`config.mk`:
```
export PLATFORM = sky130hd
export DESIGN_NAME = shift_add_multiplier
export DESIGN_NICKNAME = d
export VERILOG_FILES = /design/src/rtl/shift_add_multiplier_pkg.sv /design/src/rtl/carrylookahead_adder.sv /design/src/rtl/shift_add_multiplier.sv
export SDC_FILE = /design/constraint.sdc
export NUM_CORES = 1
export LEC_CHECK = 0
export ABC_AREA = 1
export CAP_MARGIN = 20
export CORE_UTILIZATION = 45
export CTS_BUF_LIST = sky130_fd_sc_hd__clkbuf_8
export DETAILED_ROUTE_END_ITERATION = 12
export GPL_ROUTABILITY_DRIVEN = 1
export PLACE_DENSITY = 0.67
export SLEW_MARGIN = 10
export SYNTH_ARGS = -nofsm -noshare
export SYNTH_HDL_FRONTEND = slang
export SYNTH_SLANG_ARGS = --single-unit
```
`constraint.sdc`:
```
create_clock -name clk -period 11 [get_ports clk]
set_input_delay 1.1 -clock clk [delete_from_list [all_inputs] [get_ports clk]]
set_output_delay 1.1 -clock clk [all_outputs]
set_load 0.005 [all_outputs]
```
`src/rtl/shift_add_multiplier_pkg.sv`:
```
// Shared types and helpers for the sequential shift-and-add multiplier.
package shift_add_multiplier_pkg;

  typedef enum logic [1:0] {IDLE, RUN, DONE} mult_state_t;

  // Step counter must hold 0..W-1, with one spare bit of headroom.
  function automatic int unsigned count_width(input int unsigned w);
    return $clog2(w) + 1;
  endfunction

endpackage

```
`src/rtl/carrylookahead_adder.sv`:
```
// Multi-level carry-lookahead adder, width N**LEVELS, fan-in N per lookahead group.
module carrylookahead_adder #(
  parameter int unsigned N      = 4,
  parameter int unsigned LEVELS = 2,
  localparam int unsigned W     = N ** LEVELS
) (
  input  logic [W-1:0] a,
  input  logic [W-1:0] b,
  input  logic         c_in,
  output logic [W-1:0] sum,
  output logic         c_out
);

  // Level 0 holds per-bit generate/propagate; level l holds one entry per group of N**l bits.
  logic [W-1:0] g_lvl   [LEVELS+1];
  logic [W-1:0] p_lvl   [LEVELS+1];
  logic [W-1:0] cin_lvl [LEVELS+1];
  logic         gg, pp, c;

  // Build group G/P bottom-up, then distribute carries top-down.
  always_comb begin
    g_lvl   = '{default: '0};
    p_lvl   = '{default: '0};
    cin_lvl = '{default: '0};
    gg      = 1'b0;
    pp      = 1'b1;
    c       = 1'b0;

    for (int i = 0; i < int'(W); i++) begin
      g_lvl[0][i] = a[i] & b[i];
      p_lvl[0][i] = a[i] ^ b[i];
    end

    for (int l = 1; l <= int'(LEVELS); l++) begin
      for (int j = 0; j < int'(W / (N ** l)); j++) begin
        gg = 1'b0;
        pp = 1'b1;
        for (int k = 0; k < int'(N); k++) begin
          gg = g_lvl[l-1][j*N+k] | (p_lvl[l-1][j*N+k] & gg);
          pp = pp & p_lvl[l-1][j*N+k];
        end
        g_lvl[l][j] = gg;
        p_lvl[l][j] = pp;
      end
    end

    cin_lvl[LEVELS][0] = c_in;
    for (int l = int'(LEVELS); l >= 1; l--) begin
      for (int j = 0; j < int'(W / (N ** l)); j++) begin
        c = cin_lvl[l][j];
        for (int k = 0; k < int'(N); k++) begin
          cin_lvl[l-1][j*N+k] = c;
          c = g_lvl[l-1][j*N+k] | (p_lvl[l-1][j*N+k] & c);
        end
      end
    end

    sum   = p_lvl[0] ^ cin_lvl[0];
    c_out = g_lvl[LEVELS][0] | (p_lvl[LEVELS][0] & c_in);
  end

endmodule

```
`src/rtl/shift_add_multiplier.sv`:
```
// Sequential unsigned W x W -> 2W multiplier: one shift-and-add step per clock through a
// single carry-lookahead adder, with valid/ready handshakes on both sides.
module shift_add_multiplier
  import shift_add_multiplier_pkg::*;
#(
  parameter int unsigned N      = 4,
  parameter int unsigned LEVELS = 2,
  localparam int unsigned W     = N ** LEVELS
) (
  input  logic           clk,
  input  logic           rst,
  input  logic           in_valid,
  output logic           in_ready,
  input  logic [W-1:0]   a,
  input  logic [W-1:0]   b,
  output logic           out_valid,
  input  logic           out_ready,
  output logic [2*W-1:0] product
);

  localparam int unsigned CW = count_width(W);

  mult_state_t    state_q, state_d;
  logic [W-1:0]   acc_hi_q, acc_hi_d;
  logic [W-1:0]   acc_lo_q, acc_lo_d;
  logic [W-1:0]   mcand_q, mcand_d;
  logic [CW-1:0]  count_q, count_d;
  logic [2*W-1:0] product_q, product_d;

  logic [W-1:0]   addend;
  logic [W-1:0]   sum;
  logic           c_out;

  assign addend = acc_lo_q[0] ? mcand_q : '0;

  carrylookahead_adder #(
    .N      (N),
    .LEVELS (LEVELS)
  ) u_cla (
    .a     (acc_hi_q),
    .b     (addend),
    .c_in  (1'b0),
    .sum   (sum),
    .c_out (c_out)
  );

  // State and datapath registers, synchronous reset.
  always_ff @(posedge clk) begin
    if (rst) begin
      state_q   <= IDLE;
      acc_hi_q  <= '0;
      acc_lo_q  <= '0;
      mcand_q   <= '0;
      count_q   <= '0;
      product_q <= '0;
    end else begin
      state_q   <= state_d;
      acc_hi_q  <= acc_hi_d;
      acc_lo_q  <= acc_lo_d;
      mcand_q   <= mcand_d;
      count_q   <= count_d;
      product_q <= product_d;
    end
  end

  // Next-state, datapath step and handshake outputs.
  always_comb begin
    state_d   = state_q;
    acc_hi_d  = acc_hi_q;
    acc_lo_d  = acc_lo_q;
    mcand_d   = mcand_q;
    count_d   = count_q;
    product_d = product_q;
    in_ready  = 1'b0;
    out_valid = 1'b0;

    unique case (state_q)
      IDLE: begin
        in_ready = 1'b1;
        if (in_valid) begin
          mcand_d  = a;
          acc_lo_d = b;
          acc_hi_d = '0;
          count_d  = '0;
          state_d  = RUN;
        end
      end
      RUN: begin
        // {c_out, sum, acc_lo[W-1:1]} is the 2W+1 bit partial product shifted right by one.
        acc_hi_d = {c_out, sum[W-1:1]};
        acc_lo_d = {sum[0], acc_lo_q[W-1:1]};
        count_d  = count_q + CW'(1);
        if (count_q == CW'(W - 1)) begin
          product_d = {acc_hi_d, acc_lo_d};
          state_d   = DONE;
        end
      end
      DONE: begin
        out_valid = 1'b1;
        if (out_ready) state_d = IDLE;
      end
      default: state_d = IDLE;
    endcase
  end

  assign product = product_q;

endmodule

```
After elaboration in Yosys (flattened, before gate mapping)
Index checks and enable logic that the tools add are counted.
{ "totals": {"reg_bits": 87, "out_inout_bits": 34, "elab_cells": 122} }
{ "op_classes": {"bitwise": 90, "muxes": 13, "add_sub_neg": 1, "eq_ne": 6, "n_reduce_logical": 6} }
{ "ops": {"columns": ["operator", "n"], "rows": [
  ["$pmux W16 S2", 2],
  ["$and A1 B1 Y1", 49],
  ["$mux W16", 3],
  ["$or A1 B1 Y1", 24],
  ["$xor A1 B1 Y1", 16],
  ["$xor A16 B16 Y16", 1],
  ["$pmux W5 S2", 1],
  ["$mux W2", 3],
  ["$ne A2 B2 Y1 const B", 3],
  ["$pmux W2 S3", 1],
  ["$reduce_and A2 Y1", 3],
  ["$add A5 B1 Y5 const B", 1],
  ["$eq A5 B4 Y1 const B", 1],
  ["$mux W5", 1],
  ["$reduce_and A3 Y1", 1],
  ["$eq A2 B1 Y1 const B", 1],
  ["$eq A2 B2 Y1 const B", 1],
  ["$logic_not A2 Y1", 1],
  ["$mux W1", 2],
  ["$reduce_bool A2 Y1", 1]
]} }

Logic depth before layout (Yosys ltp)
Gate-level depths: netlist (run 1).
{ "depth": {"word_depth": 20, "mapped_depth": 24, "depth_no_buf": 22} }

Modules after synthesis
A second synthesis (run 1) with hierarchy kept.
{ "unflattened": {"cells_unflattened": 559, "area_unflattened_um2": 4160.2} }
{ "by_module_without_submodules": {"columns": ["module", "area_each_um2", "cells_each", "seq_area_each_um2", "n_inst"], "rows": [
  ["shift_add_multiplier", 3472.1, 482, 1741.7, 1],
  ["carrylookahead_adder", 688.2, 77, 0.0, 1]
]} }

Worst setup path after synthesis (run 1)
No wires, ideal clock.
{ "synth_timing": {"path_type": "register to register", "startpoint": "register acc_lo_q[0]", "endpoint": "register product_q[29] (netlist: product[29])", "slack_ns": 6.853, "synth_period_minus_slack_ns": 4.147, "path_buffers": 2, "setup_time_ns": 0.132, "path_stages_with_launch": 24, "arrival_time_ns": 4.014, "cell_sequence": "dfxtp_1 -> clkbuf_1 -> clkbuf_1 -> nand2_1 -> inv_1 -> ha_1 -> inv_1 -> fa_1 -> fa_1 -> fa_1 -> inv_1 -> nand3_1 -> nor2_1 -> nor2_1 -> nand2_1 -> nand2_1 -> nand2_1 -> inv_1 -> fa_1 -> fa_1 -> inv_1 -> fa_1 -> nand3_1 -> a21oi_1"} }
{ "synth_between": {"elab_chain_cells": 17, "word_cells_on_any_way": 62, "classes_between": "1 x mux; 61 x bitwise"} }
{ "synth_lines": {"columns": ["item", "line", "source"], "rows": [
  ["start, declared", "shift_add_multiplier.sv:25", "logic [W-1:0] acc_lo_q, acc_lo_d;"],
  ["start signal, assigned", "shift_add_multiplier.sv:59", "acc_lo_q <= acc_lo_d;"],
  ["$mux W16 *", "shift_add_multiplier.sv:34", "assign addend = acc_lo_q[0] ? mcand_q : '0;"],
  ["$xor A1 B1 Y1 or $and A1 B1 Y1 (tied branches)", "carrylookahead_adder.sv:31, carrylookahead_adder.sv:30", null],
  ["$and A1 B1 Y1", "carrylookahead_adder.sv:39", "gg = g_lvl[l-1][j*N+k] | (p_lvl[l-1][j*N+k] & gg);"],
  ["$or A1 B1 Y1", "carrylookahead_adder.sv:39", null],
  ["$and A1 B1 Y1", "carrylookahead_adder.sv:39", null],
  ["$or A1 B1 Y1", "carrylookahead_adder.sv:39", null],
  ["$and A1 B1 Y1", "carrylookahead_adder.sv:39", null],
  ["$or A1 B1 Y1", "carrylookahead_adder.sv:39", null],
  ["[2 not listed]", null, null],
  ["$and A1 B1 Y1", "carrylookahead_adder.sv:53", "c = g_lvl[l-1][j*N+k] | (p_lvl[l-1][j*N+k] & c);"],
  ["$or A1 B1 Y1", "carrylookahead_adder.sv:53", null],
  ["$and A1 B1 Y1", "carrylookahead_adder.sv:53", null],
  ["$or A1 B1 Y1", "carrylookahead_adder.sv:53", null],
  ["$and A1 B1 Y1", "carrylookahead_adder.sv:53", null],
  ["$or A1 B1 Y1", "carrylookahead_adder.sv:53", null],
  ["$xor A16 B16 Y16 *", "carrylookahead_adder.sv:58", "sum = p_lvl[0] ^ cin_lvl[0];"],
  ["via sum[14]", "shift_add_multiplier.sv:31", "logic [W-1:0] sum;"],
  ["end signal, assigned", "shift_add_multiplier.sv:62", "product_q <= product_d;"],
  ["end, declared", "shift_add_multiplier.sv:28", "logic [2*W-1:0] product_q, product_d;"]
]} }
The timed path passes the listed nets; every way through them passes the cells marked *.
A chain may end at the register's enable or synchronous reset.

Worst setup path in the final report (run 1)
{ "layout_timing": {"startpoint": "register acc_lo_q[0]", "endpoint": "register product_q[26] (netlist: product[26])"} }
{ "layout_between": {"elab_chain_cells": 17, "word_cells_on_any_way": 47, "classes_between": "1 x mux; 46 x bitwise"} }
{ "layout_lines": {"columns": ["item", "line"], "rows": [
  ["$mux W16 *", "shift_add_multiplier.sv:34"],
  ["$xor A1 B1 Y1 or $and A1 B1 Y1 (tied branches)", "carrylookahead_adder.sv:31, carrylookahead_adder.sv:30"],
  ["$and A1 B1 Y1", "carrylookahead_adder.sv:39"],
  ["$or A1 B1 Y1", "carrylookahead_adder.sv:39"],
  ["$and A1 B1 Y1", "carrylookahead_adder.sv:39"],
  ["$or A1 B1 Y1", "carrylookahead_adder.sv:39"],
  ["$and A1 B1 Y1", "carrylookahead_adder.sv:39"],
  ["$or A1 B1 Y1", "carrylookahead_adder.sv:39"],
  ["$and A1 B1 Y1", "carrylookahead_adder.sv:53"],
  ["$or A1 B1 Y1", "carrylookahead_adder.sv:53"],
  ["$and A1 B1 Y1", "carrylookahead_adder.sv:53"],
  ["$or A1 B1 Y1", "carrylookahead_adder.sv:53"],
  ["$and A1 B1 Y1", "carrylookahead_adder.sv:53"],
  ["$or A1 B1 Y1", "carrylookahead_adder.sv:53"],
  ["$and A1 B1 Y1", "carrylookahead_adder.sv:53"],
  ["$or A1 B1 Y1", "carrylookahead_adder.sv:53"],
  ["$xor A16 B16 Y16 *", "carrylookahead_adder.sv:58"]
]} }
Mark *: on every way between the ends. The rest lies on a longest branch, timed or not.

==> metrics.md, run 1 <==
| Metric | Value |
|---|---|
| Status | finished, violations left |
| Violated checks | design-rule violations |
| WL per Instance | between 10 and 15 um |
| I/O pin count | 70 |
| Post-DP HPWL | about 5800 um |
| Unrepaired setup endpoints after global routing | no |
| Final core utilization | 0.5708 |
| Setup TNS | 0 ns |
| Setup ws final | just under 7 ns |
| Mapped Cells | around 530 |
| Vias per std cell | approximately 5.0 |
| CP Data Arrival Time | 4.51 ns |
| Worst r2r path cells | 19 |
| Starting Density | 0.4685 |
| Initial antenna violation count | 0 |
| Worst Setup Start Kind | register |
| Share of post-route cells with drive strength above 1 | 0.04940 |
| WP data required | about 11 ns |
| Final setup vio count | 0 |
| DRT Pass-1 Iters | 10 |
| Commonest non-fill, non-tap cell in the layout | nand2_1 |
| Post-Route WL | 8686 um |
| Reg2Reg Capture Point | product[26] |
| Reg clk slew, reported paths | roughly 0.10 ns |
| # port buffers | 69 |
| P&R area growth vs syn | 21.84% |
| Worst Hold Launch | product[10] |
| Maximum vdd drop | roughly 0.071 mV |
| Max-Cap Viols | 0 |
| Yosys cell types | 26 |
| Via count | ~3500 |
| H-Tree Depth | 3 |
| Post_cts resized | 0 |
| Worst Path Class, Setup | reg -> reg |
| Violation count after the first detailed-route iteration | roughly 170 |
| Ys Warns | 0 |
| DIE HEIGHT | approximately 100 um |
| Seq/Total Area, Yosys | 0.4222 |
| Synthesized flop and latch total | just under 90 |
| Nets | 645 |
| F_max | ~240 MHz |
| # hold bufs at CTS | 0 |
| Worst setup path start | acc_lo_q[0] |
| CTS Buf Count | 9 |
| Syn Area/Cell | ~7.7 um^2 |
| CTS tree | done |
| Clk buf depth | 2 |
| Min cycle time layout | around 4.2 ns |
| Power Density | approximately 130 nW/um^2 |
| Most frequent cells in the layout | 136 x nand2_1, 87 x dfxtp_1, 77 x a21oi_1, 68 x clkdlybuf4s50_1, 65 x inv_1 |
| Critical R2R Launch | acc_lo_q[0] |
| Total Routing Usage GR | 0.1981 |
| Root Buffer | clkbuf_8 |
| Largest net degree at the start of global routing | just under 90 |
| RePlAce Congestion | just under 0.8 |
| Tcrit/Tclk final | 0.3848 |
| Worst Tran Pin Value | around 0.90 ns |
| Remaining antenna violation count | 0 |
| Leakage | 1.954 nW |
| Crit path to | product[26] |
| Total core area | roughly 9000 um^2 |
| Vias in the first global route | between 3000 and 4000 |
| Syn_nets | roughly 600 |
| Number of synthesized flops with an enable pin | 0 |
| Maximum net fanout on the critical path | 17 |
| Post-synth top flop | dfxtp_1 |
| Die ar. | roughly 9600 um^2 |
| Remaining DRCs | 10 |
| Worst R2R Setup Slack | between 6 and 7 ns |
| Worst rel slew slack | 0.3982 |
| Grt ovf | 0 |
| TritonCTS Sinks | 87 |
| Fin Clk Skew | roughly 0.013 ns |
| Worst-skew pair later-pin latency | 0.36 ns |
| N_diodes | 0 |
| Setup bufs post-CTS | 0 |
| Post-Syn Area | between 4000 and 5000 um^2 |
| Ys async rst share | 0 |
| Critical path capture point type | register |
| Die Wd | approximately 100 um |
| # rows | 34 |
| First-pass GRT wire length | about 15000 um |
| Pins Over Slew Limit | 0 |
| Pre-CTS setup slack | roughly 6.7 ns |
| Fin. Hold Viols | 0 |
| Hold crit path type | reg -> reg |
cell type report:
| cell class | count | area [um^2] |
|---|---|---|
| clock inverters | 7 | 96.34 |
| clock buffers | 9 | 123.9 |
| fillers | 834 | 3780 |
| flip-flops and latches | 87 | 1742 |
| well taps | 108 | 135.1 |
| multi-input cells | 343 | 1962 |
| repair buffers | 72 | 708.2 |
| inverters | 69 | 259.0 |
worst max-delay path, stage by stage, from the launching register on:
cell and delay [ns]:
dfxtp_1 0.64, nand2_1 0.10, inv_1 0.07, ha_1 0.13, inv_1 0.05, fa_1 0.37, fa_1 0.38, fa_1 0.41
inv_1 0.08, nand3_1 0.06, nor2_1 0.09, nor2_1 0.05, nand2_1 0.08, inv_1 0.05, fa_1 0.37, fa_1 0.39
fa_1 0.38, xnor2_1 0.22, nand3_1 0.10, a21oi_1 0.14
per-stage QoR:
step | cells | total power, W | hold slack (ns) | cell area [um^2]
floorplan | 533 | 0.0003850 | 0.4392 | 4125
finish | 695 | 0.0006435 | 0.4636 | 5026
global route | 695 | 0.0006764 | 0.4811 | 5026
detailed placement | 679 | 0.0004052 | 0.4511 | 4806
CTS | 695 | 0.0006504 | 0.4659 | 5026
global placement | 679 | 0.0004038 | 0.4484 | 4806
layer usage:
layer  share of wire  GRT usage
met5               0          0
met4           0.010    0.05245
met3           0.034    0.04796
met2            0.48     0.3382
met1            0.47     0.2510
flip-flops by register name, indices dropped and copies added, names as in the netlist:
| name | count |
|---|---|
| state_q | 2 |
| product | 32 |
| acc_hi_q | 16 |
| mcand_q | 16 |
| count_q | 5 |
| acc_lo_q | 16 |
kinds of logic (layout without fill, tap and decap cells):
kind of cell             after synthesis  count (layout)  share of synthesized area
adder cells (fa/ha/maj)               27              27                     0.1037
AND/OR/NAND/NOR                      200             200                     0.2078
flip-flops                            87              87                     0.4222
buffers and inverters                103             157                     0.1022
AO/OA/AOI/OAI                        113             113                     0.1577
XOR/XNOR                               3               3                   0.006371
synth_stat cells (2+ instances only):
library cell,instances,area share
nand2_1,136,0.12
dfxtp_1,87,0.42
a21oi_1,77,0.093
inv_1,65,0.059
nand3_1,35,0.042
a211oi_1,29,0.053
nor2_1,22,0.020
clkbuf_1,19,0.017
ha_1,15,0.045
fa_1,12,0.058
buf_2,10,0.012
inv_2,4,0.0036
nor2_8,3,0.015
o21ai_0,3,0.0036
buf_4,2,0.0036
buf_6,2,0.0055
o21ai_1,2,0.0024
xnor2_1,2,0.0042
worst min path at each step:
stage / to / slack (ns) / cells past startpoint
6_report: product[10] / 0.46 / 2
5_1_grt: product[14] / 0.48 / 2
4_1_cts: product[10] / 0.47 / 2
3_5_place_dp: product[10] / 0.45 / 2
3_3_place_gp: count_q[4] / 0.45 / 2
2_1_floorplan: acc_hi_q[1] / 0.44 / 2
power by group:
group / leakage, nW / switching [W] / internal (W) / total [W]
Sequential: 0.708 / 0.00000695 / 0.000326 / 0.000333
Clock: 0.102 / 0.000118 / 0.000128 / 0.000246
Combinational: 1.14 / 0.0000392 / 0.0000256 / 0.0000648
No activity file was read; power rests on OpenSTA's default activity.
==> run 2, diff against run 1 <==
--- a/config.mk
+++ b/config.mk
@@ -11,7 +11,7 @@
 export CTS_BUF_LIST = sky130_fd_sc_hd__clkbuf_8
 export DETAILED_ROUTE_END_ITERATION = 12
 export GPL_ROUTABILITY_DRIVEN = 1
-export PLACE_DENSITY = 0.67
+export PLACE_DENSITY = 0.7
 export SLEW_MARGIN = 10
 export SYNTH_ARGS = -nofsm -noshare
 export SYNTH_HDL_FRONTEND = slang
==> constraint.sdc (replaced) <==
create_clock -name clk -period 3.5 [get_ports clk]
set_input_delay 0.35 -clock clk [delete_from_list [all_inputs] [get_ports clk]]
set_output_delay 0.35 -clock clk [all_outputs]
set_load 0.005 [all_outputs]
==> run 2 against run 1 <==
Compared with the run above:
- the flow finishes with violations (design-rule violations, negative setup slack)
- fmax increased by 17%
- sequential power rose to 3.1 times the previous value
- global-route usage is 0.068 points lower
- sequential share of layout area decreased by 0.59 points
- critical path depth rose by 2
- hold slack lost 0.0019 ns
- count of clock-buffer cells in the layout grew 1
- via count is 2.4% higher
- non-clock buffer count is 5 higher
==> metrics.md, run 2 (synthesized netlist as in run 1, its figures left out) <==
| Metric | Value |
|---|---|
| Setup TNS | -0.3108 ns (-0.3108 ns) |
| Total Routing Usage GR | 0.1974 (-0.0006815) |
| TritonCTS Sinks | 87 (unchanged) |
| First-pass GRT wire length | 15350 um (-0.23%) |
| Commonest non-fill, non-tap cell in the layout | nand2_1 |
| Maximum vdd drop | 0.2675 mV (+280%) |
| Worst R2R Setup Slack | -0.10 ns (-6.87 ns) |
| Grt ovf | 0 (unchanged) |
| Worst Path Class, Setup | reg -> reg |
| N_diodes | 0 (unchanged) |
| Pins Over Slew Limit | 0 (unchanged) |
| Status | finished, violations left |
| Total core area | 8806 um^2 (unchanged) |
| Remaining antenna violation count | 0 (unchanged) |
| Buffers plus inverters on the worst setup path | 5 (+1) |
| Vias in the first global route | 3329 (-2.4%) |
| Unrepaired setup endpoints after global routing | yes |
| Final core utilization | 0.5814 (+0.01066) |
| Reg clk slew, reported paths | 0.08 ns (-0.02 ns) |
| Worst Hold Launch | product[11] |
| Reg2Reg Capture Point | product[29] |
| # port buffers | 69 (unchanged) |
| CTS Buf Count | 9 (unchanged) |
| DRT Pass-1 Iters | 8 (-2) |
| Worst-skew pair later-pin latency | 0.35 ns (about the same) |
| Post-Route WL | 9149 um (+5.3%) |
| # hold bufs at CTS | 0 (unchanged) |
| F_max | 277.4 MHz (+17%) |
| Most frequent cells in the layout | 134 x nand2_1, 85 x dfxtp_1, 76 x a21oi_1, 68 x clkdlybuf4s50_1, 61 x inv_1 |
| Largest net degree at the start of global routing | 88 (unchanged) |
| Remaining DRCs | 6 (-4) |
| WP data required | 3.73 ns (-7.55 ns) |
| Die Wd | 97.75 um (unchanged) |
| Final setup vio count | 7 (+7) |
| H-Tree Depth | 3 (unchanged) |
| Die ar. | 9554 um^2 (unchanged) |
| Via count | 3570 (+2.4%) |
| Critical R2R Launch | acc_lo_q[0] |
| Min cycle time layout | 3.604 ns (-0.6287 ns) |
| Total power | 0.001940 W (+200%) |
| DIE HEIGHT | 97.75 um (unchanged) |
| Critical Path Slowest Stage Cell | fa_2 |
| Tcrit/Tclk final | 1.030 (+0.6450) |
| CTS tree | done |
| Fin Clk Skew | 0.009989 ns (-0.002818 ns) |
| # rows | 34 (unchanged) |
| Violation count after the first detailed-route iteration | 159 (-3.6%) |
| CP top delay family | adder cells |
| Maximum net fanout on the critical path | 2 (-15) |
| Max reg flops | 32 (unchanged) |
| Leakage | 1.994 nW (+2.1%) |
| Fin. Hold Viols | 0 (unchanged) |
| Vias per std cell | 5.100 (+1.7%) |
| Hold crit path type | reg -> reg |
| Worst Setup Start Kind | register |
| Worst r2r path cells | 21 (+2) |
| Worst Tran Pin Value | 0.6666 ns (-0.2362 ns) |
| Nets | 650 (+0.78%) |
| Clk buf depth | 2 (unchanged) |
| WL per Instance | 13.07 um (+4.6%) |
| Max-Cap Viols | 0 (unchanged) |
| Hold Path Depth | 2 (unchanged) |
| Most used cell along the critical path | fa_2 |
| Setup ws final | -0.1043 ns (-6.871 ns) |
| Power Density | 378.9 nW/um^2 (+200%) |
| Starting Density | 0.4685 (unchanged) |
| Violated checks | design-rule violations, negative setup slack |
| Crit-path max cell delay | 0.46 ns (-0.18 ns) |
| RePlAce Congestion | 0.7688 (-2.4%) |
| Critical path capture point type | register |
| I/O pin count | 70 (unchanged) |
| Pre-CTS setup slack | -0.2334 ns (-6.970 ns) |
| Share of post-route cells with drive strength above 1 | 0.09797 (+0.04857) |
| CP Data Arrival Time | 3.83 ns (-0.68 ns) |
| Worst rel slew slack | 0.5556 (+0.1575) |
| Root Buffer | clkbuf_8 |
| Hold-critical path endpoint | product[11] |
| Worst-path cell chain | nand2_2 -> inv_2 -> ha_4 -> inv_2 -> fa_2 -> fa_2 -> fa_2 -> inv_2 -> nand3_2 -> nor2_2 -> nor2_1 -> nand2_1 -> nand2_1 -> nand2_2 -> inv_2 -> fa_2 -> fa_2 -> inv_2 -> fa_2 -> nand3_2 -> a21oi_2 |
| Initial antenna violation count | 0 (unchanged) |
| P&R area growth vs syn | 24.11% |
| Post-DP HPWL | 6060 um (+5.0%) |
==> run 2: changes by cell type in the layout (fill, tap and decap cells not counted), sizes merged <==
cell / before / now
clkbuf: 9 / 10
clkinv: 1 / 3
buf: 4 / 9
bufinv: 2 / 1
clkinvlp: 3 / 0
inv: 70 / 71
==> run 2: cell type report <==
class	count	area, um^2
multi-input cells	343	2033
repair buffers	77	758.2
flip-flops and latches	87	1744
fillers	814	3686
clock buffers	10	137.6
well taps	108	135.1
inverters	69	259.0
clock inverters	6	52.55
==> run 2: what timing repair did <==
action / in CTS / in global routing
endpoints found under the setup margin: 11 / 14
gates resized for setup: 2 / 15
setup buffers: 1 / 0
pin swaps: 5 / 5
cloned: 0 / 0
==> run 2: where the power goes <==
part | internal (W) | total (W) | switching, W
logic | 0.0000861 | 0.000216 | 0.000130
clock network | 0.000341 | 0.000681 | 0.000340
registers | 0.00102 | 0.00104 | 0.0000190
total | 0.00145 | 0.00194 | 0.000489
==> run 2: layer usage <==
metal / wire length (um) / GRT usage / up-vias / part of all wire
met4: 99 / 0.05478 / 0 / 0.011
met2: 4591 / 0.3437 / 66 / 0.50
met5: 0 / 0 / - / 0
met3: 336 / 0.03794 / 7 / 0.037
met1: 4122 / 0.2501 / 1682 / 0.45
li1: - / - / 1815 / -
==> run 2: worst reg2reg max path, delay by kind of cell, from the launching register on <==
| family | cells | cell delay, ns |
|---|---|---|
| compound gates | 1 | 0.06 |
| buf+inv | 5 | 0.26 |
| simple gates | 8 | 0.54 |
| fa+ha+maj | 7 | 2.29 |
| flops | 1 | 0.34 |
==> run 2: how the worst max path moves through the flow <==
stage	start	end	slack, ns	depth (start not counted)
CTS	acc_lo_q[0]	product[29]	-0.15	21
global route	acc_lo_q[0]	product[29]	-0.25	21
global placement	acc_lo_q[0]	product[29]	-0.12	21
floorplan	acc_lo_q[0]	product[29]	-0.29	23
detailed placement	acc_lo_q[0]	product[29]	-0.23	21
finish	acc_lo_q[0]	product[29]	-0.10	21
==> run 2: per-stage QoR <==
stage	cells	hold WS (ns)	cell area [um^2]
3_5_place_dp	683	0.4539	4876
2_1_floorplan	533	0.4392	4173
5_1_grt	700	0.4847	5120
3_3_place_gp	683	0.4481	4876
6_report	700	0.4617	5120
4_1_cts	700	0.4646	5076
==> run 3, diff against run 2 <==
--- a/config.mk
+++ b/config.mk
@@ -6,7 +6,6 @@
 export NUM_CORES = 1
 export LEC_CHECK = 0
 export ABC_AREA = 1
-export CAP_MARGIN = 20
 export CORE_UTILIZATION = 45
 export CTS_BUF_LIST = sky130_fd_sc_hd__clkbuf_8
 export DETAILED_ROUTE_END_ITERATION = 12
==> results of run 3 <==
The final DEF is identical to that of run 2; final timing and power are the same.
